$ cat src/rtl/io_input_reader.sv
// Memory-mapped button input peripheral: 2-flop synchroniser, optional debounce
// (enabled by defining IO_INPUT_DEBOUNCE_EN), sticky rising-edge events with read-to-clear.
module io_input_reader #(
  parameter int N_BUTTONS       = 5,
  parameter int DEBOUNCE_CYCLES = 100000
) (
  input  logic                 clk,
  input  logic                 reset,
  input  logic                 readEnable,
  input  logic [31:0]          addr,
  input  logic [N_BUTTONS-1:0] buttons,
  output logic                 isIO,
  output logic [31:0]          rdata,
  output logic                 irq
);

  logic [29:0]          word_addr_s;
  logic                 level_sel_s;
  logic                 event_sel_s;
  logic                 unused_addr_s;
  logic [N_BUTTONS-1:0] sync1_r;
  logic [N_BUTTONS-1:0] sync2_r;
  logic [N_BUTTONS-1:0] stable_r;
  logic [N_BUTTONS-1:0] stable_nxt_s;
  logic [N_BUTTONS-1:0] pending_r;
  logic [N_BUTTONS-1:0] pending_nxt_s;
  logic [N_BUTTONS-1:0] rise_s;
  logic [N_BUTTONS-1:0] clear_s;
  logic                 irq_r;

  assign word_addr_s   = addr[31:2];
  assign level_sel_s   = word_addr_s[1];
  assign event_sel_s   = word_addr_s[2];
  assign unused_addr_s = ^{word_addr_s[29:3], word_addr_s[0], addr[1:0]};

  // Address decode and load-data mux; EVENT has priority over LEVEL.
  always_comb begin
    isIO  = level_sel_s | event_sel_s;
    rdata = 32'd0;
    if (event_sel_s) begin
      rdata = 32'(pending_r);
    end else if (level_sel_s) begin
      rdata = 32'(stable_r);
    end else begin
      rdata = 32'd0;
    end
  end

  // Two-stage synchroniser for the asynchronous pads.
  always_ff @(posedge clk or negedge reset) begin
    if (!reset) begin
      sync1_r <= '0;
      sync2_r <= '0;
    end else begin
      sync1_r <= buttons;
      sync2_r <= sync1_r;
    end
  end

`ifdef IO_INPUT_DEBOUNCE_EN
  localparam int CNT_W = $clog2(DEBOUNCE_CYCLES);
  localparam logic [CNT_W-1:0] CNT_LAST = CNT_W'(DEBOUNCE_CYCLES - 1);

  logic [CNT_W-1:0] cnt_r     [N_BUTTONS];
  logic [CNT_W-1:0] cnt_nxt_s [N_BUTTONS];

  // A new level is accepted only after it has differed for DEBOUNCE_CYCLES edges.
  always_comb begin
    stable_nxt_s = stable_r;
    cnt_nxt_s    = cnt_r;
    for (int i = 0; i < N_BUTTONS; i++) begin
      if (sync2_r[i] == stable_r[i]) begin
        cnt_nxt_s[i] = '0;
      end else if (cnt_r[i] == CNT_LAST) begin
        stable_nxt_s[i] = sync2_r[i];
        cnt_nxt_s[i]    = '0;
      end else begin
        cnt_nxt_s[i] = cnt_r[i] + CNT_W'(1);
      end
    end
  end

  // Debounce counter state.
  always_ff @(posedge clk or negedge reset) begin
    if (!reset) begin
      for (int i = 0; i < N_BUTTONS; i++) begin
        cnt_r[i] <= '0;
      end
    end else begin
      cnt_r <= cnt_nxt_s;
    end
  end
`else
  localparam int UNUSED_DEBOUNCE_CYCLES = DEBOUNCE_CYCLES;

  // Without debounce the synchronised level is taken directly.
  always_comb begin
    stable_nxt_s = sync2_r;
  end
`endif

  // Rising edges set pending; an EVENT read clears what it returned, but a set wins.
  always_comb begin
    rise_s        = stable_nxt_s & ~stable_r;
    clear_s       = '0;
    if (readEnable && event_sel_s) begin
      clear_s = rdata[N_BUTTONS-1:0];
    end else begin
      clear_s = '0;
    end
    pending_nxt_s = (pending_r & ~clear_s) | rise_s;
  end

  // Accepted level, sticky events and the registered interrupt.
  always_ff @(posedge clk or negedge reset) begin
    if (!reset) begin
      stable_r  <= '0;
      pending_r <= '0;
      irq_r     <= 1'b0;
    end else begin
      stable_r  <= stable_nxt_s;
      pending_r <= pending_nxt_s;
      irq_r     <= |pending_r;
    end
  end

  assign irq = irq_r;

endmodule

$ cat config.mk
export PLATFORM = sky130hd
export DESIGN_NAME = io_input_reader
export DESIGN_NICKNAME = d
export VERILOG_FILES = /design/src/rtl/io_input_reader.sv
export SDC_FILE = /design/constraint.sdc
export NUM_CORES = 1
export LEC_CHECK = 0
export ABC_AREA = 1
export CAP_MARGIN = 20
export CELL_PAD_IN_SITES_DETAIL_PLACEMENT = 2
export CELL_PAD_IN_SITES_GLOBAL_PLACEMENT = 2
export CORE_MARGIN = 2
export CORE_UTILIZATION = 15
export DETAILED_ROUTE_END_ITERATION = 12
export GPL_ROUTABILITY_DRIVEN = 0
export PLACE_DENSITY = 0.77
export SLEW_MARGIN = 0
export SYNTH_ARGS = -nofsm -noshare
export SYNTH_HDL_FRONTEND = slang
export SYNTH_SLANG_ARGS = --single-unit
$ cat constraint.sdc
create_clock -name clk -period 0.8 [get_ports clk]
set_input_delay 0.2 -clock clk [delete_from_list [all_inputs] [get_ports clk]]
set_output_delay 0.2 -clock clk [all_outputs]
set_load 0.005 [all_outputs]
==> run_results.csv <==
group,metric,value,unit
run_status,status,"finished, violations left",
run_status,violations,"negative setup slack",
placed_design,port-buffer-count,16,
critical_path,end_kind,"output pin",
routing,routed_wl,1870,microns
cts,numCtsBuffers,3,
layout,multiInputGateArea,268,sq um
critical_path,cp_slowest_cell,"dfrtp_1",
synthesis,synth_cells,91,
sta,rsz0062_at_grt,"true",
critical_path,required,0.60,ns
worst_hold_path,hold_path_class,"in -> async",
critical_path,critPathArrivalTime,0.90,ns
critical_path,rr_startpoint,"pending_r[3]$_DFF_PN0_",
die,die_w,81.6,microns
layout,antenna_cells,0,
cts,cts.clk_slew.worst_paths,0.07,ns
synthesis,synth_cell_types,10,
synthesis,ys_warn_count,0,
die,initial_core_util,0.154,
layout,fillers,664,
job,maxCapViolCount,0,
cts,htree_num_levels,1,
sta,finalHoldViolCount,0,
sta,setup_ws,-0.305,ns
cts,clk_latency,0.26,ns
cts,cts_tree,"done",
routing,drtPass1Iterations,2,
layout,final_common_cell,"conb_1",
layout,stdcell_count,194,
critical_path,crit_type,"reg -> out",
critical_path,worstPathCellList,"nand2_1 -> nand2_1 -> buf_2",
layout,seq_area,526,sq um
cts,cts_sinks,21,
routing,postRouteAntennaNets,0,
placed_design,place_ws,-0.967,ns
sta,skew,0.00125,ns
global_routing,grt_pass1_wl,2900,microns
critical_path,worstSetupStartpointType,"register",
layout,syn_to_final_growth,31.3,%
power_and_ir_drop,p_leak,0.604,nW
global_routing,grt_pass1_vias,647,
sta,fin_crit,1.10,ns
die,io_pins,74,
critical_path,worst_path_most_repeated_cell,"nand2_1",
global_routing,overflow,0,
global_routing,grt_max_degree,22,
critical_path,critPathMaxStageDelay,0.40,ns
critical_path,r2r-end,"irq$_DFF_PN0_",
synthesis,syn_area,902,sq um
layout,drive_gt1_frac,0.235,
routing,drt_iter0_drc,14,
synthesis,yosysSeqAreaShare,0.583,
sta,tns,-1.66,ns
routing,post-route-drc-count,0,
cts,holdBufCountCts,0,
sta,maxSlewViolCount,0,
routing,vias,598,
critical_path,r2r_cells,3,
die,die_y,81.6,microns
die,core,0.00585,sq mm
global_routing,grt_use_total,0.0613,
routing,post_drt_via_cell_ratio,3.08,
power_and_ir_drop,ir_drop,0.000647,V
layout,final_cell_mix,"conb_1, nand2_1, dfrtp_1",
die,die_area,0.00665,sq mm
placed_design,hpwl,1370,microns
critical_path,cp_max_fo,2,
sta,max_freq,905,MHz
layout,nets,160,
synthesis,ys_seq_elements,21,
sta,final-setup-viol-count,8,
sta,post-route-period-util,1.38,
placed_design,placedCellCount,188,
power_and_ir_drop,p_per_area,1860,mW/mm^2
synthesis,avgSynthCellArea,9.91,sq um
critical_path,rrSetupSlack,-0.01,ns
cts,clk_path_buf_depth,2,
cts,root_buffer,"clkbuf_8",
routing,detail_route.wl_per_cell,9.61,microns
global_routing,antenna_found_initial,0,
die,rows,28,
layout,fin_util,0.203,
how the worst max path moves through the flow:
stage                                       from  endpoint  cells past startpoint
final                     pending_r[3]$_DFF_PN0_  rdata[3]                      3
after global routing       stable_r[3]$_DFF_PN0_  rdata[3]                      3
after CTS                  stable_r[0]$_DFF_PN0_  rdata[0]                      3
after detailed placement                 addr[4]  rdata[0]                      5
after global placement                   addr[4]  rdata[2]                      5
after floorplan           pending_r[1]$_DFF_PN0_  rdata[1]                      2
worst max-delay path, delay by kind of cell, from the launching register on:
kind,cells,cell delay [ns]
buffers and inverters,1,0.12
DFF,1,0.40
and+or+nand+nor,2,0.13
metal layers:
| layer | track usage | vias to the layer above | share of wire |
|---|---|---|---|
| met5 | 0 | - | 0 |
| met4 | 0.0356 | 0 | 0.019 |
| met3 | 0.0209 | 4 | 0.11 |
| met2 | 0.103 | 32 | 0.48 |
| met1 | 0.0669 | 288 | 0.39 |
| li1 | - | 274 | - |
cells by family after synthesis:
family | share of synthesized area
buffers and inverters | 0.254
DFF | 0.583
other | 0.00416
and+or+nand+nor | 0.160
report_power, final:
part	internal [W]	leakage, nW	total, W	switching [W]
combinational	0.000168	0.342	0.000338	0.000170
sequential	0.00113	0.240	0.00117	0.0000395
clock	0.000355	0.0228	0.000692	0.000338
total	0.00165	0.604	0.00220	0.000547
through the flow:
step                      total power [W]  hold slack, ns  area [sq um]
after detailed placement          0.00150           0.342          1120
final                             0.00220           0.288          1180
after global placement            0.00149           0.332          1120
after floorplan                   0.00138         -0.0956          1000
after CTS                         0.00222           0.292          1160
after global routing              0.00233           0.294          1180
what timing repair did:
action,in CTS,in global routing
gates resized for setup,46,7
buffers inserted,2,2
endpoints found under the setup margin,13,9
pin swaps,6,3
layout make-up:
cell class / instances / area share
Inverter: 7 / 0.0222
Sequential cell: 21 / 0.444
Clock buffer: 4 / 0.0380
Tap cell: 75 / 0.0792
Multi-Input combinational cell: 62 / 0.226
Timing Repair Buffer: 25 / 0.191
registers in the layout (all words and copies together) (netlist names):
name	cells
pending_r	5
stable_r	5
irq	1
sync1_r	5
stable_nxt_s	5
cells in the mapped netlist:
cell,count,area [sq um]
inv_2,1,3.75
nand2_1,25,93.8
nand3_1,6,30.0
buf_4,27,203
nor2_1,2,7.51
inv_1,6,22.5
dfrtp_1,21,526
nand2_2,1,6.26
conb_1,1,3.75
or2_1,1,6.26
Note: power is estimated with default switching activity, not from simulation.
